**src/rtl/cmd_fifo_reader_if.sv**
```systemverilog
// cmd_fifo_reader_if: FIFO pin and valid/ready consumer bundle for cmd_fifo_reader
interface cmd_fifo_reader_if #(
  parameter int DW = 8,
  parameter int DEPTH = 4
);
  logic nef;
  logic fifo_rd_n;
  logic [DW-1:0] fifo_din;
  logic flush;
  logic out_valid;
  logic out_ready;
  logic [DW-1:0] out_data;
  logic [$clog2(DEPTH):0] level;
  modport master (
    input nef, fifo_din, flush, out_ready,
    output fifo_rd_n, out_valid, out_data, level
  );
  modport slave (
    output nef, fifo_din, flush, out_ready,
    input fifo_rd_n, out_valid, out_data, level
  );
endinterface

```
**src/rtl/cmd_fifo_reader.sv**
```systemverilog
// cmd_fifo_reader: timed command FIFO reader with prefetch buffer; CMDRD_STATS_EN adds rd_count/drop_count
module cmd_fifo_reader #(
  parameter int DW = 8,
  parameter int DEPTH = 4,
  parameter int RD_WAIT = 2,
  parameter int RD_RECOVER = 1
) (
  input logic clk,
  input logic rst,
  cmd_fifo_reader_if.master bus
`ifdef CMDRD_STATS_EN
  ,
  output logic [15:0] rd_count,
  output logic [15:0] drop_count
`endif
);
  localparam int AW = $clog2(DEPTH);
  typedef enum logic [1:0] {IDLE, STROBE, LATCH, RECOVER} state_t;
  state_t state, state_nx;
  logic [7:0] cnt, cnt_nx;
  logic [DW-1:0] mem [DEPTH];
  logic [AW-1:0] wr_ptr, rd_ptr;
  logic [AW:0] level;
  logic drop, in_flight, start, push, pop;
  assign in_flight = state == STROBE || state == LATCH;
  assign start = state == IDLE && bus.nef && !bus.flush && (int'(level) + int'(in_flight)) < DEPTH;
  assign push = state == LATCH && !drop && !bus.flush;
  assign pop = bus.out_valid && bus.out_ready && !bus.flush;
  assign bus.fifo_rd_n = !in_flight;
  assign bus.out_valid = level != '0;
  assign bus.out_data = mem[rd_ptr];
  assign bus.level = level;
  // read-cycle state and timing counter
  always_ff @(posedge clk) begin
    if (rst) begin
      state <= IDLE;
      cnt <= 8'd0;
    end else begin
      state <= state_nx;
      cnt <= cnt_nx;
    end
  end
  // strobe/latch/recover sequencing
  always_comb begin
    state_nx = state;
    cnt_nx = 8'd0;
    case (state)
      IDLE: state_nx = start ? STROBE : IDLE;
      STROBE: if (cnt == 8'(RD_WAIT - 1)) state_nx = LATCH; else cnt_nx = cnt + 8'd1;
      LATCH: state_nx = RECOVER;
      RECOVER: if (cnt == 8'(RD_RECOVER - 1)) state_nx = IDLE; else cnt_nx = cnt + 8'd1;
      default: state_nx = IDLE;
    endcase
  end
  // buffer pointers and occupancy; a flush seen mid-read marks the in-flight byte for dropping
  always_ff @(posedge clk) begin
    if (rst) begin
      wr_ptr <= '0;
      rd_ptr <= '0;
      level <= '0;
      drop <= 1'b0;
    end else begin
      drop <= start ? 1'b0 : drop | (bus.flush & in_flight);
      if (bus.flush) begin
        wr_ptr <= '0;
        rd_ptr <= '0;
        level <= '0;
      end else begin
        wr_ptr <= wr_ptr + AW'(push);
        rd_ptr <= rd_ptr + AW'(pop);
        level <= level + (AW+1)'(push) - (AW+1)'(pop);
      end
    end
  end
  // buffer storage, written with the FIFO bus value during LATCH
  always_ff @(posedge clk) begin
    if (push) mem[wr_ptr] <= bus.fifo_din;
  end
`ifdef CMDRD_STATS_EN
  // completed reads and bytes discarded by flush (buffered plus in-flight)
  always_ff @(posedge clk) begin
    if (rst) begin
      rd_count <= 16'd0;
      drop_count <= 16'd0;
    end else begin
      rd_count <= rd_count + 16'(state == LATCH);
      drop_count <= drop_count + (bus.flush ? 16'(level) : 16'd0) + 16'(state == LATCH && (drop || bus.flush));
    end
  end
`endif
endmodule

```
**src/flat_wrapper.sv**
```systemverilog
// flat-port wrapper written by rule: the top's interface ports become plain ports
module cmd_fifo_reader_flat 
#(
  parameter int DW = 8,
  parameter int DEPTH = 4,
  parameter int RD_WAIT = 2,
  parameter int RD_RECOVER = 1
)
  (clk, rst, bus_nef, bus_fifo_din, bus_flush, bus_out_ready, bus_fifo_rd_n, bus_out_valid, bus_out_data, bus_level);
  cmd_fifo_reader_if #(.DW(DW), .DEPTH(DEPTH)) bus_i ();
  input logic clk;
  input logic rst;
  input wire logic [$bits(bus_i.nef)-1:0] bus_nef;
  input wire logic [$bits(bus_i.fifo_din)-1:0] bus_fifo_din;
  input wire logic [$bits(bus_i.flush)-1:0] bus_flush;
  input wire logic [$bits(bus_i.out_ready)-1:0] bus_out_ready;
  output wire logic [$bits(bus_i.fifo_rd_n)-1:0] bus_fifo_rd_n;
  output wire logic [$bits(bus_i.out_valid)-1:0] bus_out_valid;
  output wire logic [$bits(bus_i.out_data)-1:0] bus_out_data;
  output wire logic [$bits(bus_i.level)-1:0] bus_level;
  assign bus_i.nef = bus_nef;
  assign bus_i.fifo_din = bus_fifo_din;
  assign bus_i.flush = bus_flush;
  assign bus_i.out_ready = bus_out_ready;
  assign bus_fifo_rd_n = bus_i.fifo_rd_n;
  assign bus_out_valid = bus_i.out_valid;
  assign bus_out_data = bus_i.out_data;
  assign bus_level = bus_i.level;
  cmd_fifo_reader #(.DW(DW), .DEPTH(DEPTH), .RD_WAIT(RD_WAIT), .RD_RECOVER(RD_RECOVER)) u_core (.clk(clk), .rst(rst), .bus(bus_i));
endmodule
```
**config.mk**
```make
export PLATFORM = sky130hd
export DESIGN_NAME = cmd_fifo_reader_flat
export DESIGN_NICKNAME = d
export VERILOG_FILES = /design/src/rtl/cmd_fifo_reader_if.sv /design/src/rtl/cmd_fifo_reader.sv /design/src/flat_wrapper.sv
export SDC_FILE = /design/constraint.sdc
export NUM_CORES = 1
export LEC_CHECK = 0
export CAP_MARGIN = 20
export CORE_MARGIN = 4
export CORE_UTILIZATION = 50
export CTS_CLUSTER_DIAMETER = 120
export DETAILED_ROUTE_END_ITERATION = 10
export PLACE_DENSITY = 0.73
export SYNTH_ARGS = -nofsm -noshare
export SYNTH_HDL_FRONTEND = slang
export SYNTH_SLANG_ARGS = --single-unit
export TNS_END_PERCENT = 10
```
**constraint.sdc**
```tcl
create_clock -name clk -period 2.75 [get_ports clk]
set_input_delay 0.275 -clock clk [delete_from_list [all_inputs] [get_ports clk]]
set_output_delay 0.275 -clock clk [all_outputs]
set_load 0.02 [all_outputs]
```
Word-level counts from Yosys, hierarchy flattened:

Memories as Yosys holds them, arrays and structs flattened. A register that Yosys moved wholly into a read port is not among the register bits.
Index checks and enable logic that the tools add are counted.

* word-level logic and storage cells: 49
* memories: 1
* bits in writable memories: 32
* register bits after elaboration: 18
* input port bits: 13
* output and inout bits: 13

* add/subtract/negate cells: 6
* muxes and demuxes: 10
* equality and inequality tests: 6
* bitwise operators: 2
* magnitude comparators: 1
* reduce and logical (&&, ||, !) cells: 17

Memory list
* u_core.mem: words 4, width 8, read ports 1, clocked after memory_dff 1, write ports 1, line cmd_fifo_reader.sv:21 `logic [DW-1:0] mem [DEPTH];`

Operators by type and width (number)
* $lt A32 B4 Y1 const B: 1
* $mux W8: 2
* $pmux W8 S2: 1
* $add A8 B1 Y8 const B: 1
* $eq A8 B1 Y1 const B: 1
* $logic_not A8 Y1: 1
* $pmux W2 S4: 1
* $logic_and A1 B1 Y1: 7
* $mux W2: 3
* $add A2 B1 Y2: 2
* $add A3 B1 Y4: 1
* $eq A2 B2 Y1 const B: 2
* $reduce_or A2 Y1: 2
* $add A3 B1 Y3: 1
* $logic_not A1 Y1: 3
* $mux W1: 3
* $reduce_bool A3 Y1: 1
* $sub A3 B1 Y3: 1
* $eq A2 B1 Y1 const B: 1
* $logic_not A2 Y1: 1
* $ne A2 B1 Y1 const B: 1
* $ne A2 B2 Y1 const B: 1
* $reduce_and A2 Y1: 1
* $and A1 B1 Y1: 1
* other kinds (2): 2

Logic depth before layout (Yosys ltp):

* depth in word-level cells: 7
* gate-level depth with buffers: 9
* mapped depth without buffers: 8

Worst setup path after synthesis:

Ideal clock, no wire load.

* path type: flip-flop to flip-flop
* from: reg u_core.level[0], in the netlist u_core.bus.level[0]
* to: reg u_core.level[2], in the netlist u_core.bus.level[2]
* required time: 2.672 ns
* setup slack: 0.577 ns
* stages on the path, launching flop included: 9
* path buffers: 0
* data arrival time: 2.095 ns
* period minus slack after synthesis: 2.173 ns
* library setup time: 0.078 ns
* path through: dfxtp_1 > or3_1 > and2_1 > nand2_1 > o21ai_0 > ha_1 > fa_1 > xor2_1 > nor3_1

* longest elaborated chain between the ends: 4
* elaborated cells between the ends (all ways): 5
* classes of those cells: add/sub (2); reduce/logical (3)

Ends and longest elaborated chain
* start, declared: line cmd_fifo_reader.sv:23 `logic [AW:0] level;`
* start signal, assigned: line cmd_fifo_reader.sv:71 `level <= level + (AW+1)'(push) - (AW+1)'(pop);`
* $reduce_bool A3 Y1: line cmd_fifo_reader.sv:30 `assign bus.out_valid = level != '0;`
* via bus_out_valid: line flat_wrapper.sv:18 `output wire logic [$bits(bus_i.out_valid)-1:0] bus_out_valid;`
* $logic_and A1 B1 Y1 (2 in series): line cmd_fifo_reader.sv:28 `assign pop = bus.out_valid && bus.out_ready && !bus.flush;`
* $sub A3 B1 Y3: line cmd_fifo_reader.sv:71

The timed path passes the listed nets, and every way through them passes these cells.
A chain may end at the register's enable or synchronous reset.

==> tab_implementation.tex <==
\begin{tabular}{lr}
\hline
Metric & Value \\
\hline
\multicolumn{2}{l}{\textbf{Run status}} \\
\quad Outcome & completed \\
\multicolumn{2}{l}{\textbf{Critical path}} \\
\quad Chain of cells forming the critical path & mux4\_2 > clkdlybuf4s50\_1 \\
\quad Critical path data required time & 2480 ps \\
\quad Reg-to-reg setup timing slack & 630 ps \\
\quad Slowest cell delay on critical path & 690 ps \\
\quad Critical Path End Type & output port \\
\quad Cell at the slowest stage of the critical path & dfxtp\_1 \\
\quad Count of buffering cells on the critical path with inverters included & 1 \\
\quad Highest fanout seen on the critical path & 9 \\
\quad Sort of element at the start of the critical path & flop \\
\quad Kind of critical path & reg -> out \\
\quad CP top delay family & flip-flops \\
\quad Arrival @ worst endpoint & 2140 ps \\
\multicolumn{2}{l}{\textbf{Drt}} \\
\quad Routed length per instance & 14.65 µm \\
\quad DRC errors left & 0 \\
\quad Pre-Repair DR Iteration Count & 4 \\
\quad Total vias in the final route & about 1,300 \\
\quad Iteration-0 DRC count of the detailed router & between 50 and 60 \\
\quad Vias per cell & $\sim$5.4 \\
\quad Wirelength, routed & between 3000 and 4000 µm \\
\quad Count of antenna-violating nets left after detailed routing & 0 \\
\multicolumn{2}{l}{\textbf{Clock tree}} \\
\quad Max Root-Sink Buffers & 2 \\
\quad Maximum level of the CTS H-tree & 2 \\
\quad Root cell of the clock tree & clkbuf\_8 \\
\quad Clock-pin slew on the worst setup and hold paths & approximately 80 ps \\
\quad Insertion delay of the later-clocked pin in the worst-skew pair & approximately 300 ps \\
\quad Number of hold buffers added after cts & 0 \\
\quad Post-cts gate resize count & 0 \\
\quad TritonCTS clock tree & done \\
\quad CTS Sinks & 50 \\
\quad Number of buffers inserted during clock tree synthesis & 5 \\
\quad Number of buffers added for setup after CTS & 0 \\
\multicolumn{2}{l}{\textbf{Synthesis}} \\
\quad Area share of the largest cell type after synthesis & 44.65\% \\
\quad Synthesized area per cell & $\sim$14 µm² \\
\quad Post-synth ARST share & 0\% \\
\quad Flops \& latches, synth & 50 \\
\quad Post-synth EDFFs & 32 \\
\quad Sequential-to-total area share from yosys stat & around three fifths \\
\quad Summed instance area of the synthesized netlist & between 0.002 and 0.0025 mm² \\
\quad Largest area contributor in the netlist & edfxtp\_1 \\
\quad Post-synthesis instance total & between 150 and 200 \\
\quad Yosys warning total & 0 \\
\quad Most frequent cell after synthesis & edfxtp\_1 \\
\quad Most instantiated cells after synthesis & edfxtp\_1, dfxtp\_1, nor2\_1 \\
\quad Synth cell types & 36 \\
\quad Net count of the mapped netlist & around 180 \\
\quad Main synth FF type & edfxtp\_1 \\
\quad Cell types with the largest area share after synthesis & edfxtp\_1, dfxtp\_1, mux4\_2 \\
\multicolumn{2}{l}{\textbf{Die}} \\
\quad Std cell rows & 23 \\
\quad Floorplan die width & roughly 74 µm \\
\quad Initial Utilization & a little over half \\
\quad Placeable Area & just over 0.004 mm² \\
\quad Die span in y & around 74 µm \\
\quad Die area & 0.005418 mm² \\
\quad I/O pin count & 26 \\
\multicolumn{2}{l}{\textbf{STA}} \\
\quad Fin crit share & 87.66\% \\
\quad Post-route minimum period & approximately 2400 ps \\
\quad Final hold violations & 0 \\
\quad FMAX & 414.8 MHz \\
\quad Accumulated negative setup slack & 0 ps \\
\quad Hold slack final & 518.2 ps \\
\quad Final Max Slew Viols & 0 \\
\quad \# setup viols final & 0 \\
\quad Worst slew pin tran & 575.1 ps \\
\quad Least setup slack across all paths after layout & between 300 and 400 ps \\
\quad Setup repair after global routing missed its margin & no \\
\quad Setup skew after layout & about 9.1 ps \\
\quad Slew margin rel. & 61.61\% \\
\multicolumn{2}{l}{\textbf{Min path}} \\
\quad Min-delay worst type & reg -> reg \\
\multicolumn{2}{l}{\textbf{Global route}} \\
\quad First-pass GRT wire length & around 6100 µm \\
\quad Vias in the first global route & roughly 1,300 \\
\quad Global-route usage over all layers & about 15\% \\
\quad Pin count of the biggest net entering global routing & 15 \\
\quad Initial antenna violation count & 0 \\
\quad Leftover overflow at the end of global routing & 0 \\
\multicolumn{2}{l}{\textbf{Power and ir drop}} \\
\quad Proportion of power drawn by flip-flops and latches & 52.7\% \\
\quad Peak supply drop & approximately 0.32 mV \\
\quad Proportion of power drawn by the clock network & between 20 and 30\% \\
\quad Switching pwr & about 0.00044 W \\
\quad Power per unit of standard cell area & 644.6 mW/mm² \\
\quad Standby leakage power & roughly 0.90 nW \\
\quad Relative contribution of combinational cells to total power & roughly 22\% \\
\quad Switching share of power & 26.48\% \\
\quad Internal power & approximately 0.0012 W \\
\multicolumn{2}{l}{\textbf{Final layout}} \\
\quad Fraction of layout cells with a size suffix above 1 & about 15\% \\
\quad Final instance area & $\sim$0.0026 mm² \\
\quad Number of antenna cells inserted & 0 \\
\quad Final cell utilization of the core & 63.04\% \\
\quad P\&R area growth vs syn & 19.71\% \\
\quad Total number of nets in the final design & roughly 210 \\
\multicolumn{2}{l}{\textbf{Placement}} \\
\quad Final HPWL DP & roughly 2600 µm \\
\quad Number of port buffers & 25 \\
\quad Worst setup slack before clock tree synthesis & 571.2 ps \\
\quad Cell area after placement & $\sim$0.0025 mm² \\
\quad Placer Congestion & about 0.82 \\
\multicolumn{2}{l}{\textbf{Job}} \\
\quad MaxCap Viol Count & 0 \\
\hline
\end{tabular}
-- placed cells by master, fill, tap and decap left out, types with 2 or more instances in the layout --
cell type,n
clkbuf_8,6
nand2_1,4
xor2_1,7
nor2b_1,2
dfxtp_1,18
mux4_2,8
edfxtp_1,32
clkbuf_1,2
o21a_1,2
nor2_1,13
clkdlybuf4s50_1,25
and2_1,4
xnor2_1,3
o21ai_0,2
a21oi_1,5
ha_1,11
and3_1,2
buf_4,5
nand3_1,7
inv_1,10
nor3_1,6
-- kinds of logic (layout without fill, tap and decap cells) --
group	count (synthesis)	in the layout	synth area share, %
and+or+nand+nor	47	47	11.57
muxes	8	8	8.372
buffers and inverters	14	48	2.500
AOI/OAI and AO/OA	15	15	4.768
DFF	50	50	61.40
xor gates and xnor gates	10	10	4.070
adders and majority gates	12	12	7.326
-- registers in the layout, summed over array words and instances (netlist names) --
name / cells
u_core.drop: 1
u_core.wr_ptr: 2
u_core.mem: 32
u_core.state: 2
u_core.rd_ptr: 2
u_core.cnt: 8
u_core.bus.level: 3
-- routing by layer --
metal	vias up	share of wire (%)	global-route usage (%)
li1	629	-	-
met1	626	43	19.42
met2	29	50	23.23
met3	6	5.5	5.335
met4	0	1.3	4.829
met5	-	0	0
-- power by group through the flow --
stage	combinational (W)	clock [W]	sequential [W]
2_1_floorplan	0.000237	0	0.000885
3_3_place_gp	0.000362	0	0.000888
3_5_place_dp	0.000368	0	0.000891
4_1_cts	0.000372	0.000437	0.000874
5_1_grt	0.000411	0.000482	0.000880
6_report	0.000367	0.000419	0.000875
-- metrics by stage --
stage               total power (W)  cells
floorplan                  0.001121    156
global placement           0.001251    232
detailed placement         0.001259    232
CTS                        0.001683    240
global route               0.001774    240
finish                     0.001661    240
-- area by class of cell --
class                           count  area [µm²]
Fill cell                         328        1510
Sequential cell                    50        1321
Multi-Input combinational cell     92       777.0
Timing Repair Buffer               30       287.8
Clock buffer                        8       90.09
Tap cell                           50       62.56
Inverter                           10       37.54
-- worst paths after layout --
check | startpoint | endpoint | cells after the start
min reg2reg | u_core.cnt[0] | u_core.cnt[0] | 1
max reg2reg | u_core.bus.level[0] | u_core.bus.level[2] | 8
min | u_core.cnt[0] | u_core.cnt[0] | 1
max | u_core.rd_ptr[0] | bus_out_data[2] | 2
Power figures use the tool's default switching activity.
